### src/rtl/i2c_target_responder_pkg.sv
// Shared I2C definitions: address width, ACK/NACK bus levels and target FSM states.
package i2c_target_responder_pkg;

    localparam int unsigned I2C_ADDR_W = 7;
    localparam logic        I2C_ACK    = 1'b0;
    localparam logic        I2C_NACK   = 1'b1;

    typedef enum logic [3:0] {
        ST_IDLE,
        ST_ADDRESS,
        ST_ADDR_ACK,
        ST_REG_ADDR,
        ST_REG_ACK,
        ST_WRITE_DATA,
        ST_DATA_ACK,
        ST_READ_DATA,
        ST_MASTER_ACK,
        ST_WAIT_STOP
    } state_t;

endpackage

### src/rtl/i2c_target_responder_if.sv
// Pad-side I2C lines plus the byte-wide register-file port of the target.
interface i2c_target_responder_if;

    logic       i2c_scl_in;
    logic       i2c_sda_in;
    logic       i2c_sda_control;
    logic [7:0] reg_address;
    logic [7:0] write_data;
    logic       write_strobe;
    logic [7:0] read_data;
    logic       read_strobe;
    logic       busy;

    modport slave (
        input  i2c_scl_in, i2c_sda_in, read_data,
        output i2c_sda_control, reg_address, write_data, write_strobe, read_strobe, busy
    );

    modport master (
        output i2c_scl_in, i2c_sda_in, read_data,
        input  i2c_sda_control, reg_address, write_data, write_strobe, read_strobe, busy
    );

endinterface

### src/rtl/i2c_target_responder_line_filter.sv
// One I2C line: 2-FF synchronizer, FILTER_DEPTH glitch filter, edge pulses.
module i2c_line_filter #(
    parameter int unsigned FILTER_DEPTH = 3
) (
    input  logic clk_i,
    input  logic rst_ni,
    input  logic line_i,
    output logic level_o,
    output logic rise_o,
    output logic fall_o
);

    localparam logic [3:0] LAST_CNT = 4'(FILTER_DEPTH - 1);

    logic       sync1_q, sync2_q;
    logic       level_q, level_d;
    logic       prev_q;
    logic [3:0] cnt_q, cnt_d;

    // Synchronizer, filtered level, its delayed copy and the run-length counter.
    always_ff @(posedge clk_i or negedge rst_ni) begin
        if (!rst_ni) begin
            sync1_q <= 1'b1;
            sync2_q <= 1'b1;
            level_q <= 1'b1;
            prev_q  <= 1'b1;
            cnt_q   <= '0;
        end else begin
            sync1_q <= line_i;
            sync2_q <= sync1_q;
            level_q <= level_d;
            prev_q  <= level_q;
            cnt_q   <= cnt_d;
        end
    end

    // Adopt the synchronized level only after FILTER_DEPTH consecutive differing samples.
    always_comb begin
        level_d = level_q;
        cnt_d   = '0;
        if (sync2_q != level_q) begin
            if (cnt_q == LAST_CNT) begin
                level_d = sync2_q;
            end else begin
                cnt_d = cnt_q + 4'd1;
            end
        end
    end

    assign level_o = level_q;
    assign rise_o  = level_q & ~prev_q;
    assign fall_o  = ~level_q & prev_q;

endmodule

### src/rtl/i2c_target_responder.sv
// I2C target endpoint: bus event decode, address match, register write/read port.
module i2c_target_responder
    import i2c_target_responder_pkg::*;
#(
    parameter logic [I2C_ADDR_W-1:0] SLAVE_ADDRESS = 7'h3C,
    parameter int unsigned           FILTER_DEPTH  = 3
) (
    input logic                   clock,
    input logic                   reset,
    i2c_target_responder_if.slave i2c
);

    logic scl_lvl, scl_rise, scl_fall;
    logic sda_lvl, sda_rise, sda_fall;

    i2c_line_filter #(.FILTER_DEPTH(FILTER_DEPTH)) u_scl_filter (
        .clk_i  (clock),
        .rst_ni (reset),
        .line_i (i2c.i2c_scl_in),
        .level_o(scl_lvl),
        .rise_o (scl_rise),
        .fall_o (scl_fall)
    );

    i2c_line_filter #(.FILTER_DEPTH(FILTER_DEPTH)) u_sda_filter (
        .clk_i  (clock),
        .rst_ni (reset),
        .line_i (i2c.i2c_sda_in),
        .level_o(sda_lvl),
        .rise_o (sda_rise),
        .fall_o (sda_fall)
    );

    state_t     state_q, state_d;
    logic [2:0] bit_cnt_q, bit_cnt_d;
    logic [7:0] shift_q, shift_d;
    logic [7:0] reg_addr_q, reg_addr_d;
    logic [7:0] wdata_q, wdata_d;
    logic       sda_ctrl_q, sda_ctrl_d;
    logic       wstrobe_q, wstrobe_d;
    logic       rstrobe_q, rstrobe_d;
    logic       busy_q, busy_d;
    logic       rw_q, rw_d;

    logic       start_det, stop_det, rx_last;
    logic [7:0] rx_byte;

    assign start_det = scl_lvl & sda_fall;
    assign stop_det  = scl_lvl & sda_rise;
    assign rx_byte   = {shift_q[6:0], sda_lvl};
    assign rx_last   = scl_rise && (bit_cnt_q == 3'd7);

    // FSM state register.
    always_ff @(posedge clock or negedge reset) begin
        if (!reset) begin
            state_q <= ST_IDLE;
        end else begin
            state_q <= state_d;
        end
    end

    // Next state; START/STOP override bit handling. In ACK states sda_ctrl_q doubles
    // as the phase flag: still released means the first falling edge is pending.
    always_comb begin
        state_d = state_q;
        if (stop_det) begin
            state_d = ST_IDLE;
        end else if (start_det) begin
            state_d = ST_ADDRESS;
        end else begin
            case (state_q)
                ST_ADDRESS: begin
                    if (rx_last) begin
                        state_d = (rx_byte[7:1] == SLAVE_ADDRESS) ? ST_ADDR_ACK : ST_WAIT_STOP;
                    end
                end
                ST_ADDR_ACK: begin
                    if (scl_fall && !sda_ctrl_q) begin
                        state_d = rw_q ? ST_READ_DATA : ST_REG_ADDR;
                    end
                end
                ST_REG_ADDR: if (rx_last) state_d = ST_REG_ACK;
                ST_REG_ACK, ST_DATA_ACK: begin
                    if (scl_fall && !sda_ctrl_q) state_d = ST_WRITE_DATA;
                end
                ST_WRITE_DATA: if (rx_last) state_d = ST_DATA_ACK;
                ST_READ_DATA: begin
                    if (scl_fall && (bit_cnt_q == 3'd7)) state_d = ST_MASTER_ACK;
                end
                ST_MASTER_ACK: begin
                    // A NACK leaves on the rising edge, so any falling edge here follows an ACK.
                    if (scl_rise && (sda_lvl == I2C_NACK)) begin
                        state_d = ST_WAIT_STOP;
                    end else if (scl_fall) begin
                        state_d = ST_READ_DATA;
                    end
                end
                default: state_d = state_q;
            endcase
        end
    end

    // Datapath and output next values driven by the current state and bus events.
    always_comb begin
        bit_cnt_d  = bit_cnt_q;
        shift_d    = shift_q;
        reg_addr_d = reg_addr_q;
        wdata_d    = wdata_q;
        sda_ctrl_d = sda_ctrl_q;
        busy_d     = busy_q;
        rw_d       = rw_q;
        wstrobe_d  = 1'b0;
        rstrobe_d  = (state_d == ST_READ_DATA) && (state_q != ST_READ_DATA);

        if (wstrobe_q) begin
            reg_addr_d = reg_addr_q + 8'd1;
        end
        if (rstrobe_q) begin
            shift_d    = i2c.read_data;
            sda_ctrl_d = i2c.read_data[7];
        end

        if (stop_det) begin
            sda_ctrl_d = 1'b1;
            busy_d     = 1'b0;
        end else if (start_det) begin
            bit_cnt_d  = '0;
            sda_ctrl_d = 1'b1;
        end else begin
            case (state_q)
                ST_ADDRESS, ST_REG_ADDR, ST_WRITE_DATA: begin
                    if (scl_rise) begin
                        shift_d   = rx_byte;
                        bit_cnt_d = bit_cnt_q + 3'd1;
                    end
                    if (rx_last) begin
                        bit_cnt_d = '0;
                        if (state_q == ST_ADDRESS && rx_byte[7:1] == SLAVE_ADDRESS) begin
                            busy_d = 1'b1;
                            rw_d   = rx_byte[0];
                        end
                        if (state_q == ST_REG_ADDR) reg_addr_d = rx_byte;
                        if (state_q == ST_WRITE_DATA) begin
                            wdata_d   = rx_byte;
                            wstrobe_d = 1'b1;
                        end
                    end
                end
                ST_ADDR_ACK, ST_REG_ACK, ST_DATA_ACK: begin
                    if (scl_fall) sda_ctrl_d = sda_ctrl_q ? I2C_ACK : 1'b1;
                end
                ST_READ_DATA: begin
                    if (scl_fall) begin
                        bit_cnt_d = bit_cnt_q + 3'd1;
                        if (bit_cnt_q == 3'd7) begin
                            bit_cnt_d  = '0;
                            sda_ctrl_d = 1'b1;
                        end else begin
                            shift_d    = {shift_q[6:0], 1'b0};
                            sda_ctrl_d = shift_q[6];
                        end
                    end
                end
                ST_MASTER_ACK: begin
                    if (scl_rise && (sda_lvl == I2C_ACK)) reg_addr_d = reg_addr_q + 8'd1;
                end
                default: sda_ctrl_d = 1'b1;
            endcase
        end
    end

    // Datapath and output registers.
    always_ff @(posedge clock or negedge reset) begin
        if (!reset) begin
            bit_cnt_q  <= '0;
            shift_q    <= '0;
            reg_addr_q <= '0;
            wdata_q    <= '0;
            sda_ctrl_q <= 1'b1;
            wstrobe_q  <= 1'b0;
            rstrobe_q  <= 1'b0;
            busy_q     <= 1'b0;
            rw_q       <= 1'b0;
        end else begin
            bit_cnt_q  <= bit_cnt_d;
            shift_q    <= shift_d;
            reg_addr_q <= reg_addr_d;
            wdata_q    <= wdata_d;
            sda_ctrl_q <= sda_ctrl_d;
            wstrobe_q  <= wstrobe_d;
            rstrobe_q  <= rstrobe_d;
            busy_q     <= busy_d;
            rw_q       <= rw_d;
        end
    end

    assign i2c.i2c_sda_control = sda_ctrl_q;
    assign i2c.reg_address     = reg_addr_q;
    assign i2c.write_data      = wdata_q;
    assign i2c.write_strobe    = wstrobe_q;
    assign i2c.read_strobe     = rstrobe_q;
    assign i2c.busy            = busy_q;

endmodule

### src/flat_wrapper.sv
// flat-port wrapper written by rule: the top's interface ports become plain ports
module i2c_target_responder_flat import i2c_target_responder_pkg::*;
#(
    parameter logic [I2C_ADDR_W-1:0] SLAVE_ADDRESS = 7'h3C,
    parameter int unsigned           FILTER_DEPTH  = 3
)
  (clock, reset, i2c_i2c_scl_in, i2c_i2c_sda_in, i2c_read_data, i2c_i2c_sda_control, i2c_reg_address, i2c_write_data, i2c_write_strobe, i2c_read_strobe, i2c_busy);
  i2c_target_responder_if i2c_i ();
  input logic clock;
  input logic reset;
  input wire logic [$bits(i2c_i.i2c_scl_in)-1:0] i2c_i2c_scl_in;
  input wire logic [$bits(i2c_i.i2c_sda_in)-1:0] i2c_i2c_sda_in;
  input wire logic [$bits(i2c_i.read_data)-1:0] i2c_read_data;
  output wire logic [$bits(i2c_i.i2c_sda_control)-1:0] i2c_i2c_sda_control;
  output wire logic [$bits(i2c_i.reg_address)-1:0] i2c_reg_address;
  output wire logic [$bits(i2c_i.write_data)-1:0] i2c_write_data;
  output wire logic [$bits(i2c_i.write_strobe)-1:0] i2c_write_strobe;
  output wire logic [$bits(i2c_i.read_strobe)-1:0] i2c_read_strobe;
  output wire logic [$bits(i2c_i.busy)-1:0] i2c_busy;
  assign i2c_i.i2c_scl_in = i2c_i2c_scl_in;
  assign i2c_i.i2c_sda_in = i2c_i2c_sda_in;
  assign i2c_i.read_data = i2c_read_data;
  assign i2c_i2c_sda_control = i2c_i.i2c_sda_control;
  assign i2c_reg_address = i2c_i.reg_address;
  assign i2c_write_data = i2c_i.write_data;
  assign i2c_write_strobe = i2c_i.write_strobe;
  assign i2c_read_strobe = i2c_i.read_strobe;
  assign i2c_busy = i2c_i.busy;
  i2c_target_responder #(.SLAVE_ADDRESS(SLAVE_ADDRESS), .FILTER_DEPTH(FILTER_DEPTH)) u_core (.clock(clock), .reset(reset), .i2c(i2c_i));
endmodule
### config.mk
export PLATFORM = sky130hd
export DESIGN_NAME = i2c_target_responder_flat
export DESIGN_NICKNAME = d
export VERILOG_FILES = /design/src/rtl/i2c_target_responder_pkg.sv /design/src/rtl/i2c_target_responder_if.sv /design/src/rtl/i2c_target_responder_line_filter.sv /design/src/rtl/i2c_target_responder.sv /design/src/flat_wrapper.sv
export SDC_FILE = /design/constraint.sdc
export NUM_CORES = 1
export LEC_CHECK = 0
export ABC_AREA = 1
export BUFFER_PORTS_ARGS = -buffer_cell sky130_fd_sc_hd__buf_2
export CORE_MARGIN = 1.5
export CORE_UTILIZATION = 60
export CTS_BUF_LIST = sky130_fd_sc_hd__clkbuf_4 sky130_fd_sc_hd__clkbuf_8
export CTS_CLUSTER_DIAMETER = 120
export DETAILED_ROUTE_END_ITERATION = 12
export PLACE_DENSITY = 0.81
export SLEW_MARGIN = 10
export SYNTH_ARGS = -nofsm -noshare
export SYNTH_HDL_FRONTEND = slang
export SYNTH_SLANG_ARGS = --single-unit
### constraint.sdc
create_clock -name clock -period 2.1 [get_ports clock]
set_input_delay 0.42 -clock clock [delete_from_list [all_inputs] [get_ports clock]]
set_output_delay 0.42 -clock clock [all_outputs]
set_load 0.005 [all_outputs]
Word-level counts from Yosys, hierarchy flattened. Index checks and enable logic that the tools add are counted.

Mux-type cells: 55. Equality and inequality tests: 19. Add/subtract/negate cells: 4. Reductions and logical operators: 22. Bitwise logic cells: 12.

Operators by type and width (number): 8-bit 2-to-1 mux (12); 4-bit 2-to-1 mux (15); 8-bit one-hot mux with 2 select lines (2); 4-bit one-hot mux with 7 select lines (1); 4-bit by 3-bit equality test with 1-bit output (second input constant) (5); 3-bit 2-to-1 mux (6); 1-bit 2-to-1 mux (17); 4-bit by 2-bit equality test with 1-bit output (second input constant) (4); 5-bit AND reduction (2); 4-bit by 1-bit adder with 4-bit output (second input constant) (2); 8-bit by 1-bit adder with 8-bit output (second input constant) (1); 4-bit AND reduction (2); 7-bit by 6-bit equality test with 1-bit output (second input constant) (1); 1-bit logical AND (7); 1-bit bitwise AND (6); 1-bit inverter (6); 3-bit one-hot mux with 2 select lines (1); 2-bit nonzero test (3); 3-bit OR reduction (2); 4-bit by 1-bit equality test with 1-bit output (second input constant) (1); 4-bit equality test (second input constant) (1); 4-bit by 1-bit inequality test with 1-bit output (second input constant) (1); 4-bit by 3-bit inequality test with 1-bit output (second input constant) (1); 2-bit AND reduction (2); other kinds (10) (11).

Input port bits: 12. Logic and storage cells: 132. Flip-flop bits (word level): 52. Output and inout port bits: 20.

Logic depth before layout (Yosys ltp).
Depth in word-level cells: 9. Mapped depth: 12. Mapped depth without buffers: 12.

Hierarchy. A second synthesis with hierarchy kept.

Cell total of the unflattened synthesis: 401. Area, all modules: 3037.9 um^2.

By module, submodules not included: i2c_target_responder (cells each 333, area each 2357.3 um^2, instances 1); i2c_line_filter (cells each 34, area each 340.3 um^2, instances 2).

Worst setup path after synthesis. OpenSTA, ideal clock, no wires.

Path type: register to register. From: register u_core.bit_cnt_q[0]. To: register u_core.reg_addr_q[5], in the netlist u_core.i2c.reg_address[5]. Stages on the path, launching flop included: 12. Arrival: 1509 ps. Library setup time: 78 ps. Buffers on the path: 0. Setup slack: 513 ps. Cell sequence: dfrtp_1 -> ha_1 -> ha_1 -> nand3_1 -> inv_2 -> nand2_1 -> nand2_1 -> nand2_1 -> nor2_2 -> inv_2 -> nand2_1 -> a21boi_1.

Cells in the longest elaborated chain, start to end: 6.

RTL lines: from (decl) (line i2c_target_responder.sv:35) `logic [2:0] bit_cnt_q, bit_cnt_d;`; from (signal assigned) (line i2c_target_responder.sv:185) `bit_cnt_q <= bit_cnt_d;`; 3-bit equality test (line i2c_target_responder.sv:51) `assign rx_last = scl_rise && (bit_cnt_q == 3'd7);`; 1-bit logical AND (line i2c_target_responder.sv:51); 8-bit 2-to-1 mux (line i2c_target_responder.sv:136) `if (rx_last) begin`; 8-bit one-hot mux with 2 select lines (line i2c_target_responder.sv:130) `case (state_q)`; 8-bit 2-to-1 mux (line i2c_target_responder.sv:126) `end else if (start_det) begin`; 8-bit 2-to-1 mux (line i2c_target_responder.sv:123) `if (stop_det) begin`; net u_core.reg_addr_d[5] (line i2c_target_responder.sv:37) `logic [7:0] reg_addr_q, reg_addr_d;`; to (signal assigned) (line i2c_target_responder.sv:187) `reg_addr_q <= reg_addr_d;`; to (decl) (line i2c_target_responder.sv:37).

The timed path passes the listed nets, and every way through them passes these cells. A chain may end at the register's enable or synchronous reset.

Worst setup path after layout.
From: register u_core.bit_cnt_q[0]. To: register u_core.reg_addr_q[6], in the netlist u_core.i2c.reg_address[6].

The elaborated chain is that of the path after synthesis.

==> metrics.md <==
| Metric | Value |
|---|---|
| Status | `finished clean` |
| Final wirelength | `6.674 mm` |
| Initial core utilization | `62.74%` |
| LEAKAGE | `0.001747 uW` |
| Netlist cell types | `37` |
| Number of H-tree levels | `2` |
| Area grow syn2layout | `10.57%` |
| Setup WS post-layout | `205.3 ps` |
| Largest net degree at the start of global routing | `26` |
| Routability cong. | `0.9984` |
| Synth Instances | `396` |
| Cell with the most instances after synthesis | `nand2_1` |
| Post-DR vias/cell | `5.378` |
| TritonRoute pass-1 iters | `4` |
| PwrDens | `1211 nW/um^2` |
| Slew Viols, Final | `0` |
| Synth cell count leaders | `nand2_1 (113), dfrtp_1 (42), inv_1 (40)` |
| Ys async rst share | `100.0%` |
| Synth top area cells | `dfrtp_1 (35%), nand2_1 (14%), dfstp_2 (7.9%), nand3_1 (6.0%), o21ai_0 (5.5%)` |
| Clock sink count | `51` |
| Max_cap viols | `0` |
| Io pins | `32` |
| Final period util | `90.22%` |
| Mapped Nets | `415` |
| Final count of negative-setup-slack endpoints | `0` |
| Vias in the first global route | `2499` |
| Worst EP required | `2300 ps` |
| Peak VDD IR | `0.0006510 V` |
| Dpl ws | `240.1 ps` |
| TritonCTS clock tree | `yes` |
| Routed wl met2 | `3.124 mm` |
| Mean post-synth cell area | `7.532 sq um` |
| Post-Syn Area | `2983 sq um` |
| Fin area | `3298 sq um` |
| Hold Buf Count CTS | `0` |
| Via count | `2678` |
| Clk Latency, worst-skew pair | `310 ps` |
| Initial antenna violation count | `0` |
| Cell area after placement | `3199 sq um` |
| Reg clk slew, reported paths | `90 ps` |
| Clk buf depth | `2` |
| Slew Limit Headroom | `63.72%` |
| CTS resizes | `0` |
| Critical path capture point type | `flip-flop` |
| Final Total Pwr | `3995 uW` |
| Cell taking the most area after synthesis | `dfrtp_1` |
| Global-route wire length before repair | `11.27 mm` |
| Chip width | `73.51 microns` |
| Overall Global Routing Usage | `27.40%` |
| FP Rows | `25` |
| FF+latch count, synth | `51` |
| Wire per inst | `13.40 microns` |
| Synth warnings | `0` |
| Hold slack | `82.93 ps` |
| TNS Setup | `0 ps` |
| HP Class | `input pin to asynchronous set/reset pin` |
| CP Class | `flip-flop to flip-flop` |
| Clock Skews | `6.862 ps` |
| ANT nets after route | `0` |
| Total Die Area | `5404 sq um` |
| CP startpoint kind | `flip-flop` |
| CP Max Fanout | `7` |
| Highest Signal Layer | `met4` |
| Share of cells above drive strength 1 | `20.42%` |
| Yosys top cell area share | `35.23%` |
| Ant diodes | `0` |
| Root buffer cell | `clkbuf_8` |
| Post-CTS Setup Bufs | `0` |
| Core area | `4755 sq um` |
| Hpwl dp | `5.217 mm` |
| Drc violations | `0` |
| Met1 WL | `3.097 mm` |
| Min Tclk post-route | `1895 ps` |
| Drt initial violations | `288` |
| Die height | `73.51 microns` |
| Gr ovfl total | `0` |
| Routed length on met3 | `347 microns` |
| Number of synthesized flops with an enable pin | `0` |
| RSZ-0062 raised after global routing | `false` |
| Ys flop type | `dfrtp_1` |
| WP data arrival | `2090 ps` |
| Net count, final | `449` |
| Cts bufs inserted | `5` |
| Final hold violations | `0` |
| Slew @ Worst Pin | `544.3 ps` |
| I/O Buffers | `31` |
| Post-synthesis sequential area ratio | `43.16%` |
| Fmax | `527.8 MHz` |
[state kept, by name, indices dropped and copies added, names as in the netlist, 3 cells and up]
name,cells
u_core.shift_q,7
u_core.i2c.write_data,8
u_core.i2c.reg_address,8
u_core.state_q,4
u_core.u_scl_filter.cnt_q,4
u_core.bit_cnt_q,3
u_core.u_sda_filter.cnt_q,4
[cell usage in the layout (no fill, tap or decap)]
cell	count
nor3_1	4
o22ai_2	1
a31oi_1	1
nand3_2	2
o21ai_0	33
clkbuf_8	6
buf_4	2
a21boi_0	2
and3_1	1
clkinv_4	1
o31ai_1	1
or2_2	1
nor2_4	3
nand3b_1	1
inv_2	11
nor2_2	4
a21oi_1	5
o2111ai_1	1
nand3_1	36
clkbuf_4	1
nand2_1	113
dfrtp_1	42
nor3_4	1
nor2_1	37
nand4_1	1
mux2i_1	2
a21boi_1	1
buf_2	31
and2_1	1
a22oi_1	1
inv_1	40
nand2_2	6
nand2_4	1
o21ai_2	8
o21ai_1	5
ha_1	7
xnor2_1	3
o211ai_1	1
xor2_1	4
dfstp_2	9
[path summary, 6_finish.rpt]
kind                            depth (start not counted)                   startpoint                          end  slack (ps)
max in group asynchronous                               2                        reset  u_core.u_scl_filter.level_o        1330
worst max register to register                         11          u_core.bit_cnt_q[0]    u_core.i2c.reg_address[6]         210
min in group clock                                      1               i2c_i2c_sda_in  u_core.u_sda_filter.sync1_q         210
worst min register to register                          0  u_core.u_sda_filter.sync1_q  u_core.u_sda_filter.sync2_q         360
worst min-delay path                                    1                        reset    u_core.i2c.reg_address[1]          80
worst max-delay path                                   11          u_core.bit_cnt_q[0]    u_core.i2c.reg_address[6]         210
[critical path: stages (launching register included)]
cell     delay (ps)
dfrtp_1         380
ha_1            160
ha_1            220
nand3_1         150
inv_2           120
nand2_1         180
nand2_1         130
nand2_1          80
nor2_2          180
inv_2            60
nand2_1          70
nand2_1          60
[per-stage QoR]
| step | cells | util [%] |
|---|---|---|
| detailed placement | 490 | 67.29 |
| floorplan | 396 | - |
| CTS | 498 | 69.37 |
| global placement | 490 | 67.29 |
| finish | 498 | 69.37 |
| global route | 498 | 69.37 |
[cell type report]
| class | count | area, sq um |
|---|---|---|
| fill | 415 | 1456 |
| multi-input combinational | 288 | 1466 |
| inverter | 51 | 191.4 |
| clock buffer | 7 | 90.09 |
| timing repair buffer | 33 | 170.2 |
| sequential | 51 | 1287 |
| tap | 67 | 83.83 |
| clock inverter | 1 | 8.758 |
[report_power, final]
group | internal [uW] | switching, uW
clock network | 284 | 328
logic | 610 | 1210
registers | 1280 | 290
total | 2170 | 1820
[metal layers]
| metal | vias to the layer above | GRT usage (%) |
|---|---|---|
| met5 | - | 0 |
| li1 | 1341 | - |
| met3 | 11 | 4.252 |
| met1 | 1247 | 37.67 |
| met4 | 0 | 9.671 |
| met2 | 79 | 44.24 |
[cells by family (layout without fill, tap and decap cells)]
group,Yosys count,in the layout,share of synthesized area (%)
compound gates,60,60,12.00
xor+xnor,7,7,2.055
fa+ha+maj,7,7,2.936
buf+inv,57,92,7.676
flops,51,51,43.16
mux,2,2,0.6712
simple gates,212,212,31.50
Note: power is estimated with default switching activity, not from simulation.
